<file path="src/rtl/if_pkg.sv">
// Shared types and constants for the instruction-fetch unit.
//   fetch_state_t : fetch FSM states (RUN, WAIT, DRAIN)
//   fetch_entry_t : one buffered fetch result {instr, pc}
//   align_pc      : force a redirect target onto a word boundary
package if_pkg;

  localparam int unsigned INSTR_W     = 32;
  localparam int unsigned ADDR_W      = 64;
  localparam int unsigned INSTR_BYTES = 4;

  typedef enum logic [1:0] {
    RUN   = 2'd0,
    WAIT  = 2'd1,
    DRAIN = 2'd2
  } fetch_state_t;

  typedef struct packed {
    logic [INSTR_W-1:0] instr;
    logic [ADDR_W-1:0]  pc;
  } fetch_entry_t;

  function automatic logic [ADDR_W-1:0] align_pc(input logic [ADDR_W-1:0] addr);
    return {addr[ADDR_W-1:2], 2'b00};
  endfunction

endpackage

</file>
<file path="src/rtl/if_fetch_fifo.sv">
// Synchronous FIFO of fetch_entry_t between the fetch FSM and decode.
// Ports:
//   clk_i, rst_ni     : clock, asynchronous active-low reset
//   push_i, entry_i   : write one entry
//   pop_i             : drop the head entry
//   flush_i           : empty the FIFO; wins over push and pop
//   head_o            : head entry, read straight from the storage flops
//   count_o, full_o, empty_o : occupancy status
module if_fetch_fifo
  import if_pkg::*;
#(
  parameter int unsigned Depth = 2,
  localparam int unsigned PtrW = $clog2(Depth),
  localparam int unsigned CntW = PtrW + 1
) (
  input  logic            clk_i,
  input  logic            rst_ni,
  input  logic            push_i,
  input  fetch_entry_t    entry_i,
  input  logic            pop_i,
  input  logic            flush_i,
  output fetch_entry_t    head_o,
  output logic [CntW-1:0] count_o,
  output logic            full_o,
  output logic            empty_o
);

  fetch_entry_t    mem_q [Depth];
  logic [PtrW-1:0] rd_ptr_q, wr_ptr_q;
  logic [CntW-1:0] count_q;
  logic            do_push, do_pop;

  assign full_o  = (count_q == CntW'(Depth));
  assign empty_o = (count_q == '0);
  assign do_pop  = pop_i && !empty_o;
  // A full FIFO still accepts a write when the head leaves in the same cycle.
  assign do_push = push_i && (!full_o || do_pop);
  assign head_o  = mem_q[rd_ptr_q];
  assign count_o = count_q;

  // Depth is a power of two, so the pointers wrap naturally.
  always_ff @(posedge clk_i or negedge rst_ni) begin
    if (!rst_ni) begin
      rd_ptr_q <= '0;
      wr_ptr_q <= '0;
      count_q  <= '0;
      for (int i = 0; i < int'(Depth); i++) begin
        mem_q[i] <= '0;
      end
    end else if (flush_i) begin
      rd_ptr_q <= '0;
      wr_ptr_q <= '0;
      count_q  <= '0;
    end else begin
      if (do_push) begin
        mem_q[wr_ptr_q] <= entry_i;
        wr_ptr_q        <= wr_ptr_q + PtrW'(1);
      end
      if (do_pop) begin
        rd_ptr_q <= rd_ptr_q + PtrW'(1);
      end
      count_q <= count_q + CntW'(do_push) - CntW'(do_pop);
    end
  end

endmodule

</file>
<file path="src/rtl/if_fetch_unit.sv">
// Instruction-fetch unit feeding the IF/ID register. Keeps a single request
// outstanding to instruction memory, buffers returned words with their PCs and
// hands them to decode over a valid/ready handshake; handles stall and redirect.
// Ports:
//   clk, reset (async, active low)
//   imem_req/imem_addr   : one-cycle request pulse and its address
//   imem_ack/imem_rdata  : response strobe and instruction word
//   branch_taken/target  : redirect strobe and new PC (low two bits ignored)
//   id_ready             : decode accepts the head entry this cycle
//   if_valid/instruction/pc : head entry presented to decode
//   perf_stall_cnt       : only when IF_PERF_CNT_EN is defined; saturating count
//                          of cycles with if_valid && !id_ready
module if_fetch_unit
  import if_pkg::*;
#(
  parameter logic [ADDR_W-1:0] RESET_PC   = 64'h0,
  parameter int unsigned       FIFO_DEPTH = 2
) (
  input  logic               clk,
  input  logic               reset,
  output logic               imem_req,
  output logic [ADDR_W-1:0]  imem_addr,
  input  logic               imem_ack,
  input  logic [INSTR_W-1:0] imem_rdata,
  input  logic               branch_taken,
  input  logic [ADDR_W-1:0]  branch_target,
  input  logic               id_ready,
  output logic               if_valid,
  output logic [INSTR_W-1:0] instruction,
  output logic [ADDR_W-1:0]  pc
`ifdef IF_PERF_CNT_EN
  ,
  output logic [31:0]        perf_stall_cnt
`endif
);

  localparam int unsigned CntW = $clog2(FIFO_DEPTH) + 1;

  fetch_state_t      state_q, state_d;
  logic [ADDR_W-1:0] fetch_pc_q, fetch_pc_d;
  logic [ADDR_W-1:0] req_pc_q, req_pc_d;
  logic              req_q, req_d;

  logic [CntW-1:0]   fifo_count;
  logic              fifo_empty;
  fetch_entry_t      push_entry, head;

  logic              ack_valid, still_out, push, pop, room;
  int unsigned       count_next;
  logic [ADDR_W-1:0] pc_base;

  // An ack in the request cycle is illegal and an ack in RUN is spurious;
  // both are ignored.
  assign ack_valid  = imem_ack && (state_q != RUN) && !req_q;
  assign still_out  = (state_q != RUN) && !ack_valid;
  // Only WAIT acks carry live data; DRAIN acks belong to a squashed request.
  assign push       = ack_valid && (state_q == WAIT) && !branch_taken;
  assign pop        = if_valid && id_ready && !branch_taken;
  assign pc_base    = branch_taken ? align_pc(branch_target) : fetch_pc_q;
  assign count_next = branch_taken ? 32'd0 : (32'(fifo_count) + 32'(push) - 32'(pop));
  // Nothing is outstanding after this edge, so only buffered entries use up room.
  assign room       = (count_next < FIFO_DEPTH);

  // The request is registered but decided on the edge that frees the slot,
  // giving one request every two cycles and a target request the cycle after
  // a redirect.
  always_comb begin
    state_d    = state_q;
    fetch_pc_d = pc_base;
    req_pc_d   = req_pc_q;
    req_d      = 1'b0;
    if (!still_out && room) begin
      req_d      = 1'b1;
      req_pc_d   = pc_base;
      fetch_pc_d = pc_base + ADDR_W'(INSTR_BYTES);
      state_d    = WAIT;
    end else if (still_out) begin
      if (branch_taken) begin
        state_d = DRAIN;
      end
    end else begin
      state_d = RUN;
    end
  end

  always_ff @(posedge clk or negedge reset) begin
    if (!reset) begin
      state_q    <= RUN;
      fetch_pc_q <= RESET_PC;
      req_pc_q   <= RESET_PC;
      req_q      <= 1'b0;
    end else begin
      state_q    <= state_d;
      fetch_pc_q <= fetch_pc_d;
      req_pc_q   <= req_pc_d;
      req_q      <= req_d;
    end
  end

  assign imem_req   = req_q;
  assign imem_addr  = req_pc_q;
  // req_pc_q holds the outstanding request's address until the next issue.
  assign push_entry = '{instr: imem_rdata, pc: req_pc_q};

  if_fetch_fifo #(
    .Depth (FIFO_DEPTH)
  ) u_fifo (
    .clk_i   (clk),
    .rst_ni  (reset),
    .push_i  (push),
    .entry_i (push_entry),
    .pop_i   (pop),
    .flush_i (branch_taken),
    .head_o  (head),
    .count_o (fifo_count),
    .full_o  (),
    .empty_o (fifo_empty)
  );

  assign if_valid    = !fifo_empty;
  assign instruction = head.instr;
  assign pc          = head.pc;

`ifdef IF_PERF_CNT_EN
  logic [31:0] stall_cnt_q;

  always_ff @(posedge clk or negedge reset) begin
    if (!reset) begin
      stall_cnt_q <= '0;
    end else if (if_valid && !id_ready && (stall_cnt_q != '1)) begin
      stall_cnt_q <= stall_cnt_q + 32'd1;
    end
  end

  assign perf_stall_cnt = stall_cnt_q;
`endif

endmodule

</file>
<file path="config.mk">
export PLATFORM = sky130hd
export DESIGN_NAME = if_fetch_unit
export DESIGN_NICKNAME = d
export VERILOG_FILES = /design/src/rtl/if_pkg.sv /design/src/rtl/if_fetch_fifo.sv /design/src/rtl/if_fetch_unit.sv
export SDC_FILE = /design/constraint.sdc
export NUM_CORES = 1
export LEC_CHECK = 0
export CAP_MARGIN = 20
export CORE_ASPECT_RATIO = 1.1
export CORE_MARGIN = 5
export CORE_UTILIZATION = 42
export DETAILED_ROUTE_END_ITERATION = 10
export GPL_ROUTABILITY_DRIVEN = 1
export PLACE_DENSITY = 0.65
export SYNTH_ARGS = -nofsm -noshare
export SYNTH_HDL_FRONTEND = slang
export SYNTH_SLANG_ARGS = --single-unit
</file>
<file path="constraint.sdc">
create_clock -name clk -period 5 [get_ports clk]
set_clock_uncertainty 0.05 [all_clocks]
set_input_delay 0.75 -clock clk [delete_from_list [all_inputs] [get_ports clk]]
set_output_delay 0.75 -clock clk [all_outputs]
set_load 0.03 [all_outputs]
</file>
-- Word level (Yosys, flattened, before mapping)
Index checks and enable logic that the tools add are counted.
- register bits after elaboration: 327
- input bits: 101
- add/sub/neg operators: 7
- order comparisons: 4
- eq/ne operators: 3
- multiplexer cells: 18
- bitwise operators: 3
- reduce and logical (&&, ||, !) cells: 23
- operators by type and width (kind ; number):
    $mux 96 ; 4
    $bwmux 192 ; 1
    $mux 64 ; 2
    $demux 96 s1 ; 1
    $add 64x3->64 const B ; 1
    $lt 32x2->1 const B ; 1
    $mux 32 ; 1
    $logic_and 1x1->1 ; 11
    $mux 2 ; 4
    $logic_not 1->1 ; 6
    $reduce_bool 2->1 ; 3
    $mux 1 ; 5
    $ge 2x2->1 const B ; 2
    $not 1->2 ; 2
    $sub 3x1->4 ; 1
    $add 2x1->3 ; 1
    $ne 3x2->1 const B ; 1
    $add 1x1->1 const B ; 2
    $add 2x1->2 ; 1
    $eq 2x1->1 const B ; 1
    $eq 2x2->1 const B ; 1
    $logic_not 2->1 ; 1
    $lt 2x1->1 const B ; 1
    $reduce_and 2->1 ; 1
    3 further kinds ; 3

-- Depth between registers and ports, before layout
Gate-level depths: netlist of the first run.
- depth after elaboration: 11
- mapped depth: 18
- mapped depth without buffers: 14

-- Cells and area by module
From an unflattened synthesis of the first run, not the netlist that was laid out.
- cells, all modules: 1262
- area, all modules: 15612.5 um2
- modules (own cells, without submodules) (module ; times used ; cells each ; area each (um2) ; seq. area each (um2)):
    if_fetch_fifo ; 1 ; 536 ; 8619.5 ; 4904.7
    if_fetch_unit ; 1 ; 726 ; 6993.0 ; 3278.1

-- Worst setup path before layout of the first run
No wires, ideal clock.
- path type: in2reg
- start point: in branch_taken
- end point: reg fetch_pc_q[43]
- arrival time: 4.128 ns
- data required time: 4.822 ns
- path slack: 0.694 ns
- stages: 16
- cells stage by stage: buf_6 buf_12 buf_6 buf_2 buf_2 buf_2 nor2_1 ha_1 nor3_1 fa_1 o21a_1 or3_4 nor4_4 buf_6 nand3b_1 xor2_1
- longest elaborated chain between the ends: 8
- elaborated cells on any way between the ends: 11
- classes of those cells: 3 x add/sub; 1 x order compare; 3 x mux; 4 x reduce/logical
- ends and longest elaborated chain (element ; line ; RTL):
    from (decl) ; if_fetch_unit.sv:25 ; input logic branch_taken,
    $logic_not 1->1 ; if_fetch_unit.sv:57, if_fetch_unit.sv:58 ;
    $logic_and 1x1->1 ; if_fetch_unit.sv:57 ; assign push = ack_valid && (state_q == WAIT) && !branch_taken;
    $add 2x1->3 ; if_fetch_unit.sv:60 ; assign count_next = branch_taken ? 32'd0 : (32'(fifo_count) + 32'(push) - 32'(pop));
    $sub 3x1->4 ; if_fetch_unit.sv:60 ;
    $mux 32 ; if_fetch_unit.sv:60 ;
    $lt 32x2->1 ; if_fetch_unit.sv:62 ; assign room = (count_next < FIFO_DEPTH);
    $logic_and 1x1->1 ; if_fetch_unit.sv:72 ; if (!still_out && room) begin
    $mux 64 * ; if_fetch_unit.sv:72 ;
    named net fetch_pc_d[43] ; if_fetch_unit.sv:40 ; logic [ADDR_W-1:0] fetch_pc_q, fetch_pc_d;
    to (signal assigned) ; if_fetch_unit.sv:94 ; fetch_pc_q <= fetch_pc_d;
    to (decl) ; if_fetch_unit.sv:40 ;
Mark *: on every way through the listed nets, which the timed path passes. The rest lies on a longest branch.
A chain may end at the register's enable or synchronous reset.

-- Worst setup path after layout of the first run
- start point: in id_ready
- end point: reg fetch_pc_q[23]
- longest elaborated chain between the ends: 7
- ends and longest elaborated chain (element ; line ; RTL):
    from (decl) ; if_fetch_unit.sv:27 ; input logic id_ready,
    $logic_and 1x1->1 (2 in a row) ; if_fetch_unit.sv:58 ; assign pop = if_valid && id_ready && !branch_taken;
    $sub 3x1->4 ; if_fetch_unit.sv:60 ;
    $mux 32 ; if_fetch_unit.sv:60 ;
    $lt 32x2->1 ; if_fetch_unit.sv:62 ;
    $logic_and 1x1->1 ; if_fetch_unit.sv:72 ;
    $mux 64 ; if_fetch_unit.sv:72 ;
    named net fetch_pc_d[23] ; if_fetch_unit.sv:40 ;
The timed path passes the listed nets, and every way through them passes these cells.

==> results of run 1 <==
## through the flow
stage | power (mW) | worst slack (ps)
3_3_place_gp | 9.44 | 571
2_1_floorplan | 7.50 | 694
3_5_place_dp | 9.56 | 557
6_report | 12.2 | 1130
4_1_cts | 12.4 | 1070
5_1_grt | 12.9 | 789
## worst max-delay path by stage
stage / startpoint / endpoint / slack, ps
2_1_floorplan: branch_taken / fetch_pc_q[43]$_DFF_PN0_ / 690
3_3_place_gp: id_ready / fetch_pc_q[23]$_DFF_PN0_ / 570
3_5_place_dp: id_ready / fetch_pc_q[23]$_DFF_PN0_ / 560
4_1_cts: u_fifo.count_o[1]$_DFF_PN0_ / fetch_pc_q[23]$_DFF_PN0_ / 1070
5_1_grt: u_fifo.count_o[1]$_DFF_PN0_ / fetch_pc_q[23]$_DFF_PN0_ / 790
6_report: id_ready / fetch_pc_q[23]$_DFF_PN0_ / 1130
## sequential cells by signal, indices dropped and copies added, names as in the netlist
| signal | count |
|---|---|
| u_fifo.rd_ptr_q | 1 |
| u_fifo.mem_q | 192 |
| u_fifo.wr_ptr_q | 1 |
| u_fifo.count_o | 2 |
| state_q | 2 |
| fetch_pc_q | 64 |
| imem_req | 1 |
| imem_addr | 64 |
## power by group
part	switching [mW]	total, mW	internal [mW]
clock network	1.06	2.75	1.69
registers	0.704	4.41	3.71
logic	2.68	5.05	2.38
## critical path, delay by kind of cell
| kind | cells | cell delay, ps |
|---|---|---|
| compound gates | 1 | 470 |
| xor+xnor | 1 | 180 |
| fa+ha+maj | 2 | 720 |
| buf+inv | 2 | 820 |
| simple gates | 6 | 1240 |
## cell type report
class                      count  area (sq um)  area share [%]
clock buffer                  52          1060            5.41
clock inverter                14           183           0.930
inverter                       8          30.0           0.153
multi-input combinational    817          6750            34.4
sequential                   327          8190            41.7
tap                          487           609            3.10
timing repair buffer         276          2820            14.3
## cells by family after synthesis
family / count (synthesis)
flip-flops: 327
XOR/XNOR: 69
AND/OR/NAND/NOR: 290
AO/OA/AOI/OAI: 110
multiplexers: 342
buffers and inverters: 73
adder cells (fa/ha/maj): 6
## placed cells by master (no fill, tap or decap), drive strengths merged, types with 26 or more instances in the layout
cell type      instances
nand3                 36
nand2                122
clkdlybuf4s50        258
dfrtp                327
clkbuf                52
mux2                 294
o21ai                 59
xor2                  43
mux2i                 48
xnor2                 26
## synthesized netlist by cell type, types with 4 or more instances
library cell,count
dfrtp_1,327
mux2_2,293
nand2_1,122
o21ai_0,59
mux2i_1,48
xor2_1,43
buf_2,32
nand3_1,30
xnor2_1,26
clkbuf_1,24
nor2_1,23
nand3b_1,22
nand4_1,19
nor2b_1,15
a21oi_1,13
nand4b_1,11
inv_1,7
nor3_1,7
a22oi_1,6
a32o_1,6
and2_1,6
and3_1,6
a32oi_1,5
ha_1,5
nand3_2,5
a222oi_1,4
a31oi_1,4
## routing by layer
metal | global-route usage, % | vias to the layer above | share of wire [%] | wire length (um)
li1 | - | 4855 | - | -
met1 | 24.7 | 5121 | 44 | 16400
met2 | 29.7 | 226 | 47 | 17600
met3 | 4.94 | 54 | 7.1 | 2670
met4 | 3.99 | 6 | 1.8 | 675
met5 | 0 | - | 0.075 | 28
==> impl_metrics.ini, run 1 <==
[sta]
slew_violations = 0
hold_ws_ps = 308
setup_tns_ps = 0
finalCritPeriodShare_pct = 77.4
rsz0062_at_grt = false
setup_violations = 0
slew_headroom_pct = 33.7
max_freq_mhz = 259
hold_violations = 0
fin_crit_ps = 3870
tightest_slew_ps = 994

[worst_setup_path]
crit_path_max_fanout = 71
worstPathCellList = clkdlybuf4s50_1 -> nand2_1 -> nor2_1 -> ha_1 -> nor3_1 -> fa_1 -> o21ai_0 -> nand3_4 -> buf_4 -> nor3b_2 -> nand3_1 -> xor2_1
r2r_cells = 13
end_kind = flop
slowest_delay_ps = 510
crit_required_ps = 5350
r2r_end = fetch_pc_q[23]$_DFF_PN0_
crit_type = input pin to flop
reg2reg_slack_ps = 1150
arrival_ps = 4220
startpoint_type = input pin
reg2reg_from = u_fifo.count_o[1]$_DFF_PN0_
critPathSlowestCell = nor3b_2

[yosys]
synth_warnings = 0
async_flop_share_pct = 100
synth_top_area_cell = dfrtp_1
synth-compound-area-share_pct = 4.48
syn-num-nets = 1324
ys.flop_type = dfrtp_1
synth_xor_area_share_pct = 3.95
synth_cells = 1217
synth_area_sq_um = 15300
synthTopCellsByArea = dfrtp_1 54%, mux2_2 22%, mux2i_1 3.1%
synth_fa_ha_area_share_pct = 0.540
synth_edf_count = 0
synth_top_family_by_area = multiplexers
muxShareOfSynthArea_pct = 24.8
synth_top_cell_area_share_pct = 53.5
syn_avg_cell_area_sq_um = 12.6
post_synth_and_or_nand_nor_area_fraction_pct = 10.2
synth_cell_types = 60
ys_seq_area_share_pct = 53.5
ys_ff_latch = 327

[grt]
grt_pass1_vias = 10752
antenna_found_initial = 3
grt_max_degree = 132
grt_pass1_wl_mm = 59.7
overflow = 0
grt_usage_pct = 18.3

[power]
power.density_nw_per_um2 = 622
leakage_nw = 8.44
peakVddDrop_mv = 0.427

[flow_run]
max-cap-violations = 0

[die]
rows = 73
die_y_um = 210
die_area_sq_um = 40300
die_w_um = 192
io_pins = 263
initial_core_util_pct = 42.4
coreArea_sq_um = 36100

[cts]
cts_hold_buf = 0
clk_pin_slew_ps = 70
ctsResizeCount = 0
tritoncts = yes
clkLatencyLatePin_ps = 520
htree_levels = 2
numCtsBuffers = 36
post_cts_buffers = 0
cts.sinks = 327
cts.path.max_buffers = 3
clock_tree.root_cell = clkbuf_16

[detailed_routing]
vias = 10262
routed_wl_mm = 37.4
ant_nets = 0
remaining_drc_errors = 0
drt_iter0_markers = 394
wl_per_cell_um = 18.9
first_pass_iters = 4
vias_per_cell = 5.18

[cells_and_area]
nFillCells = 3115
antenna_cells = 0
drive_above_1_share_pct = 26.3
design_area_sq_um = 19600
synthToLayoutAreaGrowth_pct = 28.5
fin_cells = 1981
final_nets = 1573
fin_util_pct = 54.4

[placement]
dpl_cell_area_sq_um = 18400
placed_cells = 1915
port_buffers = 260
hpwl_mm = 26.2
gp_congestion = 0.829

[worst_hold_path]
min_path_type = input pin to asynchronous set/reset pin

[outcome]
status = completed
Power figures use the tool's default switching activity.
==> run 2, diff against run 1 <==
clock period = 3.8 ns   (was 5 ns; I/O delays follow)
==> run 2 against run 1 <==
  * Final area rose by 0.55%
  * Clock power rose by 26%
  * Sequential share of layout area fell by 0.23 points
  * Count of clock-buffer cells in the layout rose by 4
  * Sequential power rose by 31%
  * Power rose by 31%
  * First-iteration DRC count rose by 14%
==> impl_metrics.ini, run 2 (synthesis gave the netlist of run 1 again) <==
[cells_and_area]
max_flop_register = u_fifo.mem_q
fin_cells = 1997
final_cell_mix = 326 x dfrtp_1, 293 x mux2_2, 258 x clkdlybuf4s50_1, 122 x nand2_1, 58 x o21ai_0
final_nets = 1586
synthToLayoutAreaGrowth_pct = 29.2
largest_reg_flops = 192
design_area_sq_um = 19700
nFillCells = 3162
fin_util_pct = 54.7
layout_commonest_cell = dfrtp_1
drive_above_1_share_pct = 26.8

[detailed_routing]
routed_wl_mm = 37.7
drt_iter0_markers = 450
met1Wirelength_mm = 16.2
first_pass_iters = 7
dr.max_layer_used = met5
remaining_drc_errors = 0
wl_per_cell_um = 18.9
wl_met3_mm = 2.64
vias_per_cell = 5.19
routed-wl-met2_mm = 18.0
ant_nets = 0
vias = 10367

[placement]
pre_cts_ws_ps = -16.4
placed_cells = 1927
dpl_cell_area_sq_um = 18600
port_buffers = 260
gp_congestion = 0.831
hpwl_mm = 26.5

[grt]
grt_pass1_wl_mm = 61.1
grt_usage_pct = 18.7
overflow = 0
grt_max_degree = 114
grt_pass1_vias = 11088
antenna_found_initial = 9

[worst_hold_path]
min_path_type = input pin to asynchronous set/reset pin

[die]
die_area_sq_um = 40300
initial_core_util_pct = 42.4
die_y_um = 210
die_w_um = 192
io_pins = 263
rows = 73
coreArea_sq_um = 36100

[sta]
rsz0062_at_grt = false
tightest_slew_ps = 919
slew_headroom_pct = 38.7
setup_violations = 0
hold_violations = 0
slew_violations = 0
setup_slack_ps = 375
fin_crit_ps = 3430
finalCritPeriodShare_pct = 90.1
max_freq_mhz = 292

[worst_setup_path]
worstPathCellList = inv_1 -> nand2_1 -> nand2_1 -> nor2_1 -> ha_1 -> nor3_2 -> fa_1 -> xnor2_1 -> o21ai_1 -> nand4_2 -> nor3_4 -> nand3b_1 -> xor2_1
critPathSlowestCell = nor3_4
path_buf_inv = 1
crit_cells = 13
crit_path_max_fanout = 8
arrival_ps = 3780
crit_type = flop to flop
r2r_cells = 13
startpoint_type = flop
crit_family = simple AND/OR/NAND/NOR gates
crit_top_cell = nand2_1
slowest_delay_ps = 480
end_kind = flop
crit_required_ps = 4160

[cts]
clkLatencyLatePin_ps = 530
cts.sinks = 327
post_cts_buffers = 0
cts_hold_buf = 0
numCtsBuffers = 37
clk_pin_slew_ps = 60
cts.path.max_buffers = 3
htree_levels = 2
ctsResizeCount = 0
tritoncts = yes
clock_tree.root_cell = clkbuf_16

[power]
peakVddDrop_mv = 0.571
leakage_nw = 8.50
power.density_nw_per_um2 = 809

[outcome]
status = completed

[flow_run]
max-cap-violations = 0
==> run 2: changes by cell type in the layout (fill, tap and decap cells not counted), moves of 2 or more <==
| cell | change |
|---|---|
| buf_12 | +4 |
| clkbuf_1 | +2 |
| diode_2 | +5 |
| buf_4 | +8 |
| clkbuf_8 | +2 |
| bufinv_16 | -3 |
| clkinv_2 | -3 |
==> run 2: layer usage <==
layer  GRT usage, %  up-vias
met3           5.07       61
met2           30.7      238
met4           5.28        8
met5              0        -
met1           24.4     5184
li1               -     4876
==> run 2: cell type report <==
type,count,area [sq um],area share [%]
multi-input cells,817,6770,34.3
diodes,5,12.5,0.0634
clock inverters,9,85.1,0.431
inverters,8,30.0,0.152
flip-flops and latches,327,8190,41.5
clock buffers,56,1100,5.56
well taps,487,609,3.09
repair buffers,288,2960,15.0
==> run 2: through the flow <==
stage | hold slack (ps) | TNS (ps) | power, mW
global route | 136 | 0 | 16.9
global placement | 433 | 0 | 12.5
CTS | 97.6 | 0 | 16.2
finish | 42.8 | 0 | 16.0
detailed placement | 440 | -28.1 | 12.6
floorplan | 224 | 0 | 9.88
==> run 2: worst paths after layout <==
| path | start | to | slack (ps) |
|---|---|---|---|
| worst min-delay path | reset | u_fifo.mem_q[169]$_DFFE_PN0P_ | 40 |
| worst max-delay path | u_fifo.count_o[1]$_DFF_PN0_ | fetch_pc_q[52]$_DFF_PN0_ | 370 |
| max in group asynchronous | reset | u_fifo.mem_q[123]$_DFFE_PN0P_ | 2660 |
| worst min register to register | u_fifo.mem_q[92]$_DFFE_PN0P_ | u_fifo.mem_q[92]$_DFFE_PN0P_ | 450 |
| min in group clk | u_fifo.mem_q[92]$_DFFE_PN0P_ | u_fifo.mem_q[92]$_DFFE_PN0P_ | 450 |
| worst max register to register | u_fifo.count_o[1]$_DFF_PN0_ | fetch_pc_q[52]$_DFF_PN0_ | 370 |
==> run 2: report_power, final <==
part	switching [mW]	internal, mW	total (mW)
clock	1.40	2.06	3.46
combinational	3.56	3.17	6.73
sequential	0.908	4.88	5.78
==> run 3, diff against run 2 <==
clock period = 4 ns   (was 3.8 ns; I/O delays follow)
==> run 3 against run 2 <==
  * Global-route usage is essentially flat
  * Count of clock-buffer cells in the layout shrank 1
  * Final area grew 0.16%
  * Register-to-register slack gained 160 ps
  * Setup slack gained 160 ps
  * Power shrank 4.0%
  * Final cell count shrank 0.20%
  * Fmax shrank 1.1%
  * Die area is the same
  * Largest cell class unchanged
  * Combinational power shrank 5.9%
  * Critical path depth is the same
  * Utilization grew 0.087 points
==> impl_metrics.ini, run 3 (synthesis gave the netlist of run 1 again) <==
[sta]
slew_violations = 0
hold_violations = 0
setup_tns_ps = 0
finalCritPeriodShare_pct = 86.6
max_freq_mhz = 289
tightest_slew_ps = 688
rsz0062_at_grt = false
setup_violations = 0
hold_ws_ps = 18.4
slew_headroom_pct = 53.4
fin_crit_ps = 3460

[grt]
antenna_found_initial = 6
grt_max_degree = 91
grt_pass1_wl_mm = 61.0
overflow = 0
grt_usage_pct = 18.7
grt_pass1_vias = 10997

[cts]
numCtsBuffers = 38
post_cts_buffers = 0
cts.sinks = 327
clock_tree.root_cell = clkbuf_16
cts_hold_buf = 0
cts.path.max_buffers = 3
htree_levels = 2
clk_pin_slew_ps = 60
tritoncts = yes
clkLatencyLatePin_ps = 520
ctsResizeCount = 0

[worst_setup_path]
crit_required_ps = 4340
arrival_ps = 3800
crit_path_max_fanout = 8
end_kind = flop
startpoint_type = flop
crit_type = flop to flop

[cells_and_area]
final_nets = 1583
max_flop_register = u_fifo.mem_q
layout_commonest_cell = dfrtp_1
drive_above_1_share_pct = 26.4
synthToLayoutAreaGrowth_pct = 29.4
final_cell_mix = 326 x dfrtp_1, 293 x mux2_2, 258 x clkdlybuf4s50_1, 122 x nand2_1, 59 x o21ai_0
fin_util_pct = 54.8
largest_reg_flops = 192
nFillCells = 3142

[placement]
hpwl_mm = 26.1
gp_congestion = 0.807
port_buffers = 260

[worst_hold_path]
min_path_type = input pin to asynchronous set/reset pin

[detailed_routing]
vias = 10359
wl_per_cell_um = 19.0
drt_iter0_markers = 429
ant_nets = 0
remaining_drc_errors = 0
first_pass_iters = 4
vias_per_cell = 5.20
routed_wl_mm = 37.8

[die]
io_pins = 263
die_area_sq_um = 40300
die_y_um = 210
coreArea_sq_um = 36100
rows = 73
die_w_um = 192
initial_core_util_pct = 42.4

[outcome]
status = completed

[flow_run]
max-cap-violations = 0

[power]
power.density_nw_per_um2 = 776
leakage_nw = 8.50
peakVddDrop_mv = 0.474
power.total_mw = 15.3
==> run 3: metrics by stage <==
| step | std cells | cell area (sq um) | setup slack, ps |
|---|---|---|---|
| detailed placement | 1923 | 18500 | 155 |
| global placement | 1923 | 18500 | 182 |
| finish | 1993 | 19800 | 537 |
| CTS | 1988 | 19800 | 499 |
| floorplan | 1217 | 15300 | 64.5 |
| global route | 1993 | 19800 | 253 |
==> run 3: area by class of cell <==
cell class	instances	area, sq um	share of cell area, %
timing repair buffer	284	2930	14.8
clock buffer	55	1110	5.61
inverter	8	30.0	0.152
multi-input combinational	817	6750	34.1
tap	487	609	3.08
clock inverter	10	153	0.772
sequential	327	8190	41.4
antenna	5	12.5	0.0633
==> run 3: power breakdown <==
group          switching [mW]  internal (mW)
Clock                    1.33           2.18
Sequential              0.871           4.63
Combinational            3.35           2.99
Total                    5.55           9.80
==> run 3: worst max-delay path, stage by stage (launching register included) <==
cell      delay [ps]
dfrtp_1          440
inv_1            150
nand2_1          100
nand2_1          140
nor2_1            60
ha_1             310
nor3_1           240
fa_1             470
o21ai_0          170
buf_4            160
nand4_2          200
nor3_4           510
nand3b_1         160
xor2_1           160
==> run 3: worst paths after layout <==
kind                            slack (ps)  cells after the start                           from                             to
worst max-delay path                   540                     13    u_fifo.count_o[1]$_DFF_PN0_       fetch_pc_q[52]$_DFF_PN0_
worst min-delay path                    20                      1                          reset  u_fifo.mem_q[166]$_DFFE_PN0P_
worst max register to register         540                     13    u_fifo.count_o[1]$_DFF_PN0_       fetch_pc_q[52]$_DFF_PN0_
worst min register to register         450                      1  u_fifo.mem_q[101]$_DFFE_PN0P_  u_fifo.mem_q[101]$_DFFE_PN0P_
max in group asynchronous             2960                      2                          reset       fetch_pc_q[35]$_DFF_PN0_
min in group clk                       380                      3                   branch_taken         state_q[1]$_DFFE_PN0P_
==> run 3: per-layer routing <==
layer / up-vias / share of wire (%) / track usage [%]
li1: 4867 / - / -
met1: 5190 / 43 / 24.2
met2: 241 / 48 / 30.7
met3: 59 / 6.9 / 5.28
met4: 2 / 2.4 / 5.50
met5: - / 0.034 / 0
==> RTL change 1 (flow settings as in run 2) <==
Set the package constant `ADDR_W` to 96 (it was 64).
--- a/src/rtl/if_pkg.sv
+++ b/src/rtl/if_pkg.sv
@@ -6,5 +6,5 @@
 
   localparam int unsigned INSTR_W     = 32;
-  localparam int unsigned ADDR_W      = 64;
+  localparam int unsigned ADDR_W      = 96;
   localparam int unsigned INSTR_BYTES = 4;
 
Interface: changed (resized branch_target, imem_addr and pc); port bits go from 263 to 359. The function was not compared with the original's and may differ.
==> RTL change 1 against run 2 <==
Combinational power up 37%; total power up 38%; sequential cell count up 128; critical path type is now reg -> out; highest routed layer unchanged; cell area up 44%; utilization up 0.72 points; setup slack better by 0.010 ns; maximum frequency up 0.29%; non-clock buffer count up 157; routed wire length up 65%; die area up 41%; synthesized area up 43%; clock power up 41%.
==> RTL change 1: results (changes against run 2) <==
- Synth cell count leaders: 455 x dfrtp_1, 393 x mux2_2, 176 x nand2_1
- Number of global-route vias before repair: 16670 (+50%)
- Vias per inst: 5.444 (+4.9%)
- Slew Viols, Final: 0 (unchanged)
- Seq/Total Area, Yosys: 0.5211 (-0.01417)
- Worst Setup Slack post-DPL: -0.09384 ns (-0.07746 ns)
- Nets: 2349 (+48%)
- Met1 WL: 26980 um (+66%)
- Worst vdd ir: 0.4851 mV (-15%)
- Syn_nets: 1957 (+48%)
- WL met2: 29210 um (+62%)
- Share of cells above drive strength 1: 0.2701 (+0.002364)
- Post-DP HPWL: 45320 um (+71%)
- Gp weighted congestion: 0.8987 (+8.1%)
- DRT Pass-1 Iters: 7 (unchanged)
- First-pass GRT wire length: 97550 um (+60%)
- Status: finished clean
- Hold_buf cts: 1 (+1)
- Largest net degree at the start of global routing: 145 (+27%)
- Worst reg2reg endpoint: fetch_pc_q[82]$_DFF_PN0_
- Actual slew at the worst max-slew pin: 0.8508 ns (-0.06843 ns)
- Netlist cell types: 61 (+1.7%)
- Leakage: 12.11 nW (+43%)
- CTS Buffer Depth: 3 (unchanged)
- R2r startpoint: u_fifo.count_o[1]$_DFF_PN0_
- Ys async rst share: 1.000 (unchanged)
- DR WL met3: 4184 um (+58%)
- Max FFs per register: 256 (+33%)
- Dpl cells: 2823 (+46%)
- Initial DRC Count: 1008 (+120%)
- Warnings, synthesis: 0 (unchanged)
- Critical path launch point: u_fifo.rd_ptr_q$_DFFE_PN0P_
- CTS resizes: 0 (unchanged)
- Reg2Reg Depth: 16 (+3)
- Port buffer count: 356 (+37%)
- Final cell count without fillers: 2923 (+46%)
- Critical Path AT: 2.80 ns (-0.98 ns)
- Largest fanout on the critical path: 63 (+55)
- Clock root buffer: clkbuf_16
- Later-pin clock latency in the skew report: 0.59 ns (+0.06 ns)
- HP Class: in -> reg
- Synthesized instance count: 1818 (+49%)
- Overall routing resource usage: 0.2157 (+0.02885)
- Initial antenna violation count: 20 (+11)
- Endpoint, Worst Hold: state_q[0]$_DFFE_PN0P_
- Clock Pin Slew Worst Setup and Hold Paths: 0.05 ns
- Worst Hold Launch: branch_taken
- R2R Setup Slk: 0.55 ns (+0.18 ns)
- Total CTS buffers: 51 (+38%)
- Hold path cells: 3
- Area of placed instances: 26810 um2 (+45%)
- Final WL: 62240 um (+65%)
- Ranking of synthesized cells by area: dfrtp_1 52%, mux2_2 20%, mux2i_1 3.5%, nand2_1 3.0%, xnor2_1 2.6%
==> RTL change 1: power breakdown <==
group	internal (mW)	switching, mW	total [mW]
Combinational	4.27	4.95	9.22
Clock	2.90	1.98	4.89
Sequential	6.67	1.30	7.97
Total	13.8	8.24	22.1
==> RTL change 1: worst max-delay path by stage <==
stage	slack (ns)	cells after the start	end
2_1_floorplan	0.003	19	fetch_pc_q[43]$_DFF_PN0_
3_3_place_gp	-0.03	12	fetch_pc_q[72]$_DFF_PN0_
3_5_place_dp	-0.09	12	fetch_pc_q[88]$_DFF_PN0_
4_1_cts	0.33	3	pc[4]
5_1_grt	0.29	3	pc[31]
6_report	0.38	3	pc[31]
==> RTL change 1: logic make-up (layout without fill, tap and decap cells) <==
logic type,count (synthesis),in the layout,share of synthesized area
mux,470,470,0.2378
xor+xnor,98,98,0.03928
other cells,0,9,0
simple gates,496,496,0.1237
buf+inv,120,549,0.02531
fa+ha+maj,6,6,0.003779
flops,455,455,0.5211
compound gates,173,173,0.04902
==> RTL change 1: worst max-delay path, stage by stage (launching register included) <==
cell and delay [ns]:
dfrtp_4 0.73, buf_12 0.37, mux2_2 0.40, clkdlybuf4s50_1 0.59
==> RTL change 1: cell type report <==
class	instances	area [um2]
Timing Repair Buffer	445	4481
Clock buffer	74	1485
Antenna cell	9	22.52
Tap cell	667	834.6
Clock inverter	16	162.7
Fill cell	4444	22890
Sequential cell	455	11390
Multi-Input combinational cell	1243	10060
Inverter	14	52.55
==> RTL change 1: through the flow <==
step	power, mW	hold WS (ns)
final	22.08	0.3332
after global routing	23.33	0.3333
after floorplan	13.39	0.2244
after detailed placement	17.36	0.4366
after CTS	22.37	0.2907
after global placement	17.11	0.4308
==> RTL change 1: layer usage <==
| layer | global-route usage | vias up |
|---|---|---|
| met5 | 0 | - |
| met4 | 0.06767 | 22 |
| met3 | 0.05410 | 120 |
| met2 | 0.3415 | 446 |
| met1 | 0.2926 | 7972 |
| li1 | - | 7353 |
==> RTL change 2 (settings of run 2) <==
Made on the original files. Register the input `branch_target` before use. The logic sees it one clock later. The other inputs are not delayed to match.
--- a/src/rtl/if_fetch_unit.sv
+++ b/src/rtl/if_fetch_unit.sv
@@ -37,4 +37,10 @@
   localparam int unsigned CntW = $clog2(FIFO_DEPTH) + 1;
 
+  logic [ADDR_W-1:0] branch_target_q;
+
+  always_ff @(posedge clk) begin
+    branch_target_q <= branch_target;
+  end
+
   fetch_state_t      state_q, state_d;
   logic [ADDR_W-1:0] fetch_pc_q, fetch_pc_d;
@@ -57,5 +63,5 @@
   assign push       = ack_valid && (state_q == WAIT) && !branch_taken;
   assign pop        = if_valid && id_ready && !branch_taken;
-  assign pc_base    = branch_taken ? align_pc(branch_target) : fetch_pc_q;
+  assign pc_base    = branch_taken ? align_pc(branch_target_q) : fetch_pc_q;
   assign count_next = branch_taken ? 32'd0 : (32'(fifo_count) + 32'(push) - 32'(pop));
   // Nothing is outstanding after this edge, so only buffered entries use up room.
Behaviour: not the same (Yosys sat finds a counterexample within 4 cycles, from zero or initial values and one cycle with reset low).
==> RTL change 2 against run 2 <==
Combinational power is 0.7% higher; sequential power is 12% higher; cell area is 9.9% higher; total power is 11% higher; global-route usage is 0.13 points lower; sequential cell count is 62 higher; setup slack worse by 0.094 ns; hold slack better by 0.29 ns; highest routed layer unchanged; clock power is 28% higher; critical endpoint is now fetch_pc_q[60]$_DFF_PN0_; synthesized cell count is 7.6% higher; synthesized area is 8.2% higher; routed wire length is 7.5% higher.
==> RTL change 2: results (changes against run 2) <==
- Status: finished clean
- Gp weighted congestion: 0.8284 (-0.35%)
- Overall routing resource usage: 0.1855 (-0.001341)
- Largest fanout on the critical path: 4 (-4)
- Area of placed instances: 20150 um2 (+8.6%)
- Hold_buf cts: 1 (+1)
- Gate power share: 0.383 (-0.038)
- Sw Share: 0.3511 (-0.01628)
- Dpl cells: 2059 (+6.9%)
- Netlist cell types: 58 (-3.3%)
- Synth Area in Compound Gates: 0.04205 (-0.002719)
- Max stage delay cell, worst path: or4_4
- Synth cell count leaders: 327 x dfrtp_1, 294 x mux2_2, 126 x nand2_1
- Final WL: 40570 um (+7.5%)
- Seq group: 6.50 mW (+12%)
- Initial antenna violation count: 5 (-4)
- HP Class: in -> reg
- Total CTS buffers: 43 (+16%)
- Initial DRC Count: 517 (+15%)
- Synthesized instance count: 1310 (+7.6%)
- Ranking of synthesized cells by area: dfrtp_1 49%, mux2_2 20%, dfxtp_1 7.5%, mux2i_1 3.1%, nand2_1 2.9%
- Seq/Total Area, Yosys: 0.5697 (+0.03438)
- Syn_nets: 1417 (+7.0%)
- Largest stage delay, worst path: 0.55 ns (+0.07 ns)
- Largest net degree at the start of global routing: 88 (-23%)
==> RTL change 2: changes by cell type after synthesis, sizes merged, moves of 4 or more <==
cell | before | now
dfxtp | 0 | 62
xnor2 | 26 | 45
nor4 | 4 | 15
nand2 | 122 | 126
nand3b | 22 | 10
xor2 | 43 | 29
clkbuf | 24 | 48
buf | 41 | 18
inv | 7 | 15
nand4b | 11 | 7
nor3 | 10 | 15
==> RTL change 2: layer usage <==
| metal | up-vias | track usage | part of all wire |
|---|---|---|---|
| met5 | - | 0 | 0.0013 |
| met4 | 8 | 0.04400 | 0.018 |
| met3 | 57 | 0.04224 | 0.054 |
| met2 | 246 | 0.3036 | 0.47 |
| met1 | 5538 | 0.2527 | 0.45 |
| li1 | 5218 | - | - |
==> RTL change 2: final cells by class <==
cell class	instances	area [um2]
Antenna cell	1	2.502
Clock buffer	56	1247
Clock inverter	23	290.3
Fill cell	3300	17370
Inverter	16	61.31
Multi-Input combinational cell	839	6955
Sequential cell	389	9428
Tap cell	507	634.4
Timing Repair Buffer	309	3092
==> RTL change 2: path summary, 6_finish.rpt <==
check,start,endpoint,slack [ns],depth (start not counted)
hold reg to reg,u_fifo.mem_q[155]$_DFFE_PN0P_,u_fifo.mem_q[155]$_DFFE_PN0P_,0.45,1
hold / removal,branch_taken,fetch_pc_q[14]$_DFF_PN0_,0.34,2
max in group asynchronous,reset,u_fifo.mem_q[139]$_DFFE_PN0P_,2.25,3
min in group asynchronous,reset,u_fifo.mem_q[104]$_DFFE_PN0P_,0.54,2
setup / recovery,u_fifo.count_o[1]$_DFF_PN0_,fetch_pc_q[60]$_DFF_PN0_,0.28,13
setup reg to reg,u_fifo.count_o[1]$_DFF_PN0_,fetch_pc_q[60]$_DFF_PN0_,0.28,13
